File: config.mk
export PLATFORM = sky130hd
export DESIGN_NAME = audio_conditioner
export DESIGN_NICKNAME = d
export VERILOG_FILES = /design/src/rtl/audio_pkg.sv /design/src/rtl/sync_edge_detect.sv /design/src/rtl/audio_conditioner.sv
export SDC_FILE = /design/constraint.sdc
export NUM_CORES = 1
export LEC_CHECK = 0
export CORE_ASPECT_RATIO = 0.8
export CORE_MARGIN = 1.5
export CORE_UTILIZATION = 40
export CTS_CLUSTER_SIZE = 14
export DETAILED_ROUTE_END_ITERATION = 8
export GPL_ROUTABILITY_DRIVEN = 0
export PLACE_DENSITY = 0.65
export SLEW_MARGIN = 15
export SYNTH_ARGS = -nofsm -noshare
export SYNTH_HDL_FRONTEND = slang
export SYNTH_SLANG_ARGS = --single-unit
File: constraint.sdc
create_clock -name clk -period 5.35 [get_ports clk]
set_clock_uncertainty 0.2 [all_clocks]
set_input_delay 0.8025 -clock clk [delete_from_list [all_inputs] [get_ports clk]]
set_output_delay 0.8025 -clock clk [all_outputs]
set_load 0.03 [all_outputs]
File: src/rtl/audio_pkg.sv
// rtl/audio_pkg.sv - shared constants and FSM state type for the audio conditioning path
package audio_pkg;

   localparam int MIDSCALE   = 2048;
   localparam int UNITY_GAIN = 16;
   localparam int SAT_MAX    = 32767;
   localparam int SAT_MIN    = -32768;

   typedef enum logic {
      CLEAR = 1'b0,
      RUN   = 1'b1
   } cond_state_t;

endpackage

File: src/rtl/sync_edge_detect.sv
// rtl/sync_edge_detect.sv - two-flop synchronizer with rising and falling edge pulses
module sync_edge_detect (
   input  logic clk,
   input  logic reset_n,
   input  logic async_in,
   output logic sync_out,
   output logic rise,
   output logic fall
);

   logic meta;
   logic sync_q;
   logic prev_q;

   always_ff @(posedge clk) begin
      if (!reset_n) begin
         meta   <= 1'b0;
         sync_q <= 1'b0;
         prev_q <= 1'b0;
      end else begin
         meta   <= async_in;
         sync_q <= meta;
         prev_q <= sync_q;
      end
   end

   assign sync_out = sync_q;
   assign rise     = sync_q & ~prev_q;
   assign fall     = ~sync_q & prev_q;

endmodule

File: src/rtl/audio_conditioner.sv
// rtl/audio_conditioner.sv - boxcar average, midscale removal and saturating volume ahead of the I2S transmitter
module audio_conditioner
   import audio_pkg::*;
#(
   parameter int IN_WIDTH = 12,
   parameter int LOG2_WIN = 4
) (
   input  logic                clk,
   input  logic                reset_n,
   input  logic [IN_WIDTH-1:0] sample_in,
   input  logic                sample_valid,
   input  logic [4:0]          volume,
   input  logic                lrclk,
   output logic [15:0]         audio_out,
   output logic                audio_update,
   output logic                ready
);

   localparam int WIN   = 1 << LOG2_WIN;
   localparam int SUM_W = IN_WIDTH + LOG2_WIN;
   localparam int GW    = 24;
   localparam logic [IN_WIDTH-1:0]  MID       = IN_WIDTH'(1 << (IN_WIDTH - 1));
   localparam logic [SUM_W-1:0]     SUM_CLEAR = SUM_W'(MID) << LOG2_WIN;
   localparam logic signed [GW-1:0] SAT_HI    = GW'(SAT_MAX);
   localparam logic signed [GW-1:0] SAT_LO    = GW'(SAT_MIN);

   cond_state_t          state;
   logic [LOG2_WIN-1:0]  wptr;
   logic [IN_WIDTH-1:0]  win_buf [WIN];
   logic [SUM_W-1:0]     sum;
   logic signed [15:0]   mix;

   logic                 buf_we;
   logic [IN_WIDTH-1:0]  buf_wdata;

   logic [IN_WIDTH-1:0]  avg;
   logic signed [IN_WIDTH:0] centered;
   logic signed [GW-1:0] scaled;
   logic signed [GW-1:0] product;
   logic signed [GW-1:0] shifted;
   logic signed [15:0]   mix_next;

   logic                 lr_rise;
   logic                 lr_level_unused;
   logic                 lr_fall_unused;

   sync_edge_detect u_lrclk_sync (
      .clk      (clk),
      .reset_n  (reset_n),
      .async_in (lrclk),
      .sync_out (lr_level_unused),
      .rise     (lr_rise),
      .fall     (lr_fall_unused)
   );

   always_comb begin
      buf_we    = 1'b0;
      buf_wdata = MID;
      if (state == CLEAR) begin
         buf_we = 1'b1;
      end else if (sample_valid) begin
         buf_we    = 1'b1;
         buf_wdata = sample_in;
      end
   end

   // No reset on the window storage so it maps onto distributed RAM; CLEAR rewrites every entry.
   always_ff @(posedge clk) begin
      if (reset_n && buf_we) begin
         win_buf[wptr] <= buf_wdata;
      end
   end

   always_ff @(posedge clk) begin
      if (!reset_n) begin
         state <= CLEAR;
         wptr  <= '0;
         sum   <= SUM_CLEAR;
         ready <= 1'b0;
      end else begin
         case (state)
            CLEAR: begin
               wptr <= wptr + LOG2_WIN'(1);
               sum  <= SUM_CLEAR;
               if (&wptr) begin
                  state <= RUN;
                  ready <= 1'b1;
               end
            end
            RUN: begin
               if (sample_valid) begin
                  sum  <= sum + SUM_W'(sample_in) - SUM_W'(win_buf[wptr]);
                  wptr <= wptr + LOG2_WIN'(1);
               end
            end
            default: begin
               state <= CLEAR;
               ready <= 1'b0;
            end
         endcase
      end
   end

   // Window sum never exceeds SUM_W bits, so the running update cannot wrap.
   always_comb begin
      avg      = sum[SUM_W-1:LOG2_WIN];
      centered = $signed({1'b0, avg} - {1'b0, MID});
      scaled   = GW'(centered) <<< (16 - IN_WIDTH);
      product  = scaled * $signed({{(GW - 5){1'b0}}, volume});
      shifted  = product >>> 4;
      mix_next = shifted[15:0];
      if (shifted > SAT_HI) begin
         mix_next = SAT_HI[15:0];
      end else if (shifted < SAT_LO) begin
         mix_next = SAT_LO[15:0];
      end
   end

   always_ff @(posedge clk) begin
      if (!reset_n) begin
         mix          <= '0;
         audio_out    <= '0;
         audio_update <= 1'b0;
      end else begin
         mix          <= mix_next;
         audio_update <= lr_rise;
         if (lr_rise) begin
            audio_out <= mix;
         end
      end
   end

endmodule
==> results of run 1 <==
[worst reg2reg max path: stages, from the launching register on]
cell	delay (ns)
dfxtp_4	0.51
buf_12	0.25
mux4_2	0.55
mux4_2	0.54
fa_1	0.50
inv_1	0.04
ha_1	0.34
and2_1	0.19
a221oi_1	0.52
nand4_1	0.28
nand3_1	0.19
a31oi_1	0.12
mux2i_1	0.19
mux2i_1	0.19
[power breakdown]
part,leakage (µW),switching (µW),internal (µW)
logic,0.00321,247,214
clock network,0.000393,781,950
registers,0.00248,12.6,2120
[cells in the mapped netlist (all sizes together) (2+ instances only)]
cell	instances
inv	131
o21bai	4
fa	50
a221oi	2
and2	61
xor2	9
nand3	9
and3	17
or3	3
nor2b	7
nor2	50
clkbuf	29
edfxtp	192
ha	54
a31oi	4
o32ai	16
a22oi	4
nand4	3
a32oi	2
a21o	7
nand3b	4
o21a	5
mux2i	7
nand2b	10
dfxtp	62
a21oi	42
nor3	6
o211ai	4
xnor2	12
o21ai	13
o31ai	2
buf	10
nand2	71
a211oi	5
mux4	60
[how the worst min path moves through the flow]
stage	startpoint	endpoint	slack (ns)	depth (start not counted)
5_1_grt	u_lrclk_sync.prev_q$_SDFF_PN0_	audio_update$_SDFF_PN0_	0.25	1
2_1_floorplan	u_lrclk_sync.prev_q$_SDFF_PN0_	audio_update$_SDFF_PN0_	0.21	1
3_5_place_dp	u_lrclk_sync.meta$_SDFF_PN0_	u_lrclk_sync.sync_out$_SDFF_PN0_	0.22	1
6_report	mix[12]$_SDFF_PN0_	audio_out[12]$_SDFFE_PN0P_	0.23	2
4_1_cts	mix[12]$_SDFF_PN0_	audio_out[12]$_SDFFE_PN0P_	0.23	2
3_3_place_gp	u_lrclk_sync.meta$_SDFF_PN0_	u_lrclk_sync.sync_out$_SDFF_PN0_	0.22	1
[state kept, by name, summed over array words and instances (netlist names), named ones only]
name,flops
audio_out,16
audio_update,1
mix,16
ready,1
state,1
sum,16
u_lrclk_sync.meta,1
u_lrclk_sync.prev_q,1
u_lrclk_sync.sync_out,1
win_buf,192
wptr,4
[area by class of cell]
type | count | area [µm²] | area share
clock inverter | 16 | 103 | 0.00675
multi-input combinational | 553 | 5400 | 0.355
sequential | 254 | 7010 | 0.461
timing repair buffer | 106 | 953 | 0.0627
clock buffer | 33 | 708 | 0.0466
inverter | 132 | 495 | 0.0326
tap | 420 | 526 | 0.0346
[cells by family (layout without fill, tap and decap cells)]
kind of cell	count (synthesis)	count (layout)
XOR/XNOR	21	21
multiplexers	68	68
AND/OR/NAND/NOR	243	243
buffers and inverters	171	287
adder cells (fa/ha/maj)	104	104
flip-flops	254	254
AO/OA/AOI/OAI	117	117
[stage by stage]
stage	instance area [µm²]	utilization	instances	setup slack, ns
finish	15200	0.478	1514	0.232
floorplan	13100	-	978	0.389
detailed placement	14400	0.453	1465	-0.289
global route	15200	0.478	1514	0.00626
global placement	14400	0.453	1465	-0.191
CTS	15200	0.478	1514	0.245
[layer usage]
layer	part of all wire	wire length, µm
met1	0.47	13100
met2	0.45	12400
met3	0.064	1770
met4	0.017	482
met5	0	0
==> results_dict.tcl, run 1 <==
set metrics [dict create \
    r2r_end "sum[15]$_SDFFE_PN1N_" \
    hpwlAfterDp_um 19600 \
    critPathSlowestCell "clkdlybuf4s50_1" \
    finalMaxSlewViolations 0 \
    synth_xor_xnor_area_share 0.0141 \
    vias 7811 \
    crit_fanout 15 \
    drt-initial-drc-count 616 \
    max-cap-violations 0 \
    finalCriticalPeriod_ns 5.12 \
    final_common_cell "edfxtp_1" \
    worst_pin_slew_ns 1.11 \
    crit_family "adder cells" \
    synthesis.nets 1103 \
    postCtsResizedCells 0 \
    cp.depth 16 \
    synthAdderAreaFrac 0.128 \
    via_per_inst 5.16 \
    cts_hold_buf 0 \
    dr.pass1.iters 5 \
    first_global_vias 7950 \
    grt_pass1_wl_um 45100 \
    ys_seq_area_frac 0.536 \
    worstPathArrival_ns 5.35 \
    power.total_uw 4320 \
    relSlewSlack 0.260 \
    rsz0062_at_grt "no" \
    critical_path.startpoint "volume[2]" \
    p_leak_uw 0.00608 \
    cp-end-kind "register" \
    timing.fmax_ghz 0.195 \
    setup_viol 0 \
    path_cells "clkdlybuf4s50_1 -> and2_1 -> fa_1 -> inv_1 -> fa_1 -> fa_1 -> inv_1 -> ha_1 -> o211ai_2 -> nor3_2 -> o21ai_1 -> a31o_1 -> a311oi_2 -> nor3_2 -> buf_12 -> o32ai_1" \
    diodes 0 \
    avgSynthCellArea_um2 13.4 \
    synth_enable_flop_cells 192 \
    yosysTopAreaCellShare 0.441 \
    vdd_ir_drop_max_mv 0.224 \
    htreeDepth 1 \
    met2_usage 0.271 \
    cts.sinks 254 \
    fill_cells 2822 \
    dieArea_um2 33800 \
    syn_area_um2 13100 \
    num_rows 58 \
    grt_overflow 0 \
    start_util 0.411 \
    ys_ff_latch 254 \
    grtUsageMet3 0.0310 \
    flow.area_growth_from_synthesis_pct 16.3 \
    fin_setup_tns_ns 0 \
    die_x_um 205 \
    drc 0 \
    grt_max_degree 37 \
    gr-usage-met1 0.254 \
    nets 1199 \
    regToRegSetupSlack_ns 0.69 \
    synth_top_family_by_area "adder cells" \
    ant_nets 0 \
    synth_compound_area_frac 0.0676 \
    path_buf_inv 4 \
    required_ns 5.59 \
    final.period_utilization 0.957 \
    ios 39 \
    top_usage_layer "met2" \
    core_um2 31800 \
    ys_types 58 \
    status "finished clean" \
    path_class "input pin to register" \
    die_h_um 165 \
    clk_pin_slew_ns 0.07 \
    layout-drive-gt1-share 0.175 \
    crit_path_end "mix[14]$_SDFF_PN0_" \
    antenna_found_initial 0 \
    finalHoldViolCount 0 \
    postSynthCellCount 978 \
    port_buffers 38 \
    cts_root_buf "clkbuf_16" \
    async_reset_ff_frac 0 \
    min_path_type "register to register" \
    worstSetupStartpointType "input pin" \
    cts_buffer_depth 3 \
    synth_area_leader_cell "edfxtp_1" \
    routedWlPerCell_um 18.4 \
    mostFrequentLayoutCells "edfxtp_1 (192), inv_1 (131), nand2_1 (71)" \
    rr_worst_depth 13 \
    synthTopCellsByArea "edfxtp_1 (44%), mux4_2 (10%), dfxtp_1 (9.5%)" \
    worstSkewPairLatency_ns 0.54 \
    path_common_cell "fa_1" \
    wirelength_um 27800 \
    synthMuxAreaShare 0.110 \
    yosys_warnings 0 \
    holdWs_ns 0.227 \
    ys.flop_type "edfxtp_1" \
    max_stage_delay_ns 0.59 \
    yosys.area_share.simple 0.0935 \
    power_density_nw_per_um2 284 \
    numCtsBuffers 27 \
    grt_usage 0.174 \
    postCtsSetupBuffers 0 \
    cts_tree "yes" \
]
Note: power is estimated with default switching activity, not from simulation.
==> run 2, diff against run 1 <==
Settings changed: SLEW_MARGIN 15 to 20.
==> run 2 against run 1 <==
Net effect: design area is essentially flat; flip-flop and latch count is the same; total power barely moved; routed wire length about the same; critical path type unchanged; cell count about the same; die area did not move; global-route usage is the same; fmax about the same.
==> results_dict.tcl, run 2 (synthesized netlist as in run 1, its figures left out) <==
set metrics [dict create \
    setup_viol 0 \
    dieArea_um2 33800 \
    finalMaxSlewViolations 0 \
    grt_overflow 0 \
    timing.fmax_ghz 0.196 \
    grt_pass1_wl_um 45100 \
    antenna_found_initial 0 \
    cts_hold_buf 0 \
    final_common_cell "edfxtp_1" \
    die_h_um 165 \
    worstSkewPairLatency_ns 0.54 \
    worst_pin_slew_ns 0.884 \
    vdd_ir_drop_max_mv 0.224 \
    max-cap-violations 0 \
    postCtsSetupBuffers 0 \
    ios 39 \
    worstSetupStartpointType "input pin" \
    first_global_vias 7950 \
    postCtsResizedCells 0 \
    layout-drive-gt1-share 0.175 \
    p_leak_uw 0.00609 \
    via_per_inst 5.15 \
    wirelength_um 27800 \
    largest_reg_flops 192 \
    numCtsBuffers 27 \
    cts.sinks 254 \
    status "finished clean" \
    regMostFlops "win_buf" \
    rsz0062_at_grt "no" \
    cts_tree "yes" \
    port_buffers 38 \
    holdWs_ns 0.227 \
    hpwlAfterDp_um 19600 \
    diodes 0 \
    power_density_nw_per_um2 284 \
    grt_max_degree 37 \
    crit_fanout 15 \
    finalCriticalPeriod_ns 5.11 \
    min_path_type "register to register" \
    worstPathArrival_ns 5.35 \
    num_rows 58 \
    cp-end-kind "register" \
    clk_pin_slew_ns 0.07 \
    nets 1200 \
    dr.pass1.iters 5 \
    flow.area_growth_from_synthesis_pct 16.4 \
    placed_cell_area_um2 14400 \
    routedWlPerCell_um 18.3 \
    ant_nets 0 \
    die_x_um 205 \
    finalHoldViolCount 0 \
    required_ns 5.59 \
    cts_buffer_depth 3 \
    htreeDepth 1 \
    start_util 0.411 \
    core_um2 31800 \
    cts_root_buf "clkbuf_16" \
    vias 7802 \
    grt_usage 0.174 \
    final_cell_area_um2 15200 \
    path_class "input pin to register" \
    drc 0 \
    mostFrequentLayoutCells "edfxtp_1 (192), inv_1 (131), nand2_1 (71)" \
    final.period_utilization 0.956 \
    relSlewSlack 0.409 \
    drt-initial-drc-count 655 \
]
[run 2: changes by cell type in the layout (fill, tap and decap cells not counted)]
| cell | before | now |
|---|---|---|
| clkbuf_4 | 0 | 1 |
[run 2: worst paths after layout]
kind,cells after the start,to,startpoint,slack (ns)
max,16,mix[14]$_SDFF_PN0_,volume[2],0.24
min,2,audio_out[12]$_SDFFE_PN0P_,mix[12]$_SDFF_PN0_,0.23
max reg2reg,13,sum[15]$_SDFFE_PN1N_,register,0.70
min reg2reg,2,audio_out[12]$_SDFFE_PN0P_,mix[12]$_SDFF_PN0_,0.23
[run 2: area by class of cell]
class	count	area [µm²]
Clock inverter	16	103
Fill cell	2822	16600
Sequential cell	254	7010
Tap cell	420	526
Multi-Input combinational cell	553	5400
Timing Repair Buffer	107	961
Clock buffer	33	708
Inverter	132	495
[run 2: worst max-delay path: stages]
cell and delay (ns):
clkdlybuf4s50_1 0.59, and2_1 0.27, fa_1 0.53, inv_1 0.06, fa_1 0.47, fa_1 0.55
inv_1 0.05, ha_1 0.31, o211ai_2 0.11, nor3_2 0.27, o21ai_1 0.16, a31o_1 0.25
a311oi_2 0.38, nor3_2 0.11, buf_12 0.17, o32ai_1 0.25
[run 2: where the power goes]
part           internal (µW)  switching (µW)
Sequential              2120            12.6
Combinational            215             247
Clock                    950             781
Total                   3280            1040
[run 2: per-stage QoR]
stage	setup TNS, ns	instances	utilization	power (µW)	setup WS (ns)
2_1_floorplan	0	978	-	2500	0.389
3_3_place_gp	-2.77	1465	0.453	2620	-0.191
3_5_place_dp	-3.61	1465	0.453	2630	-0.289
4_1_cts	0	1514	0.478	4360	0.245
5_1_grt	0	1515	0.478	4490	0.00626
6_report	0	1515	0.478	4320	0.236
[run 2: metal layers]
layer	up-vias	routed length, µm	track usage
met3	37	1760	0.0310
met1	3908	13100	0.254
met2	181	12400	0.271
li1	3676	-	-
met5	-	0	0
met4	0	482	0.0355
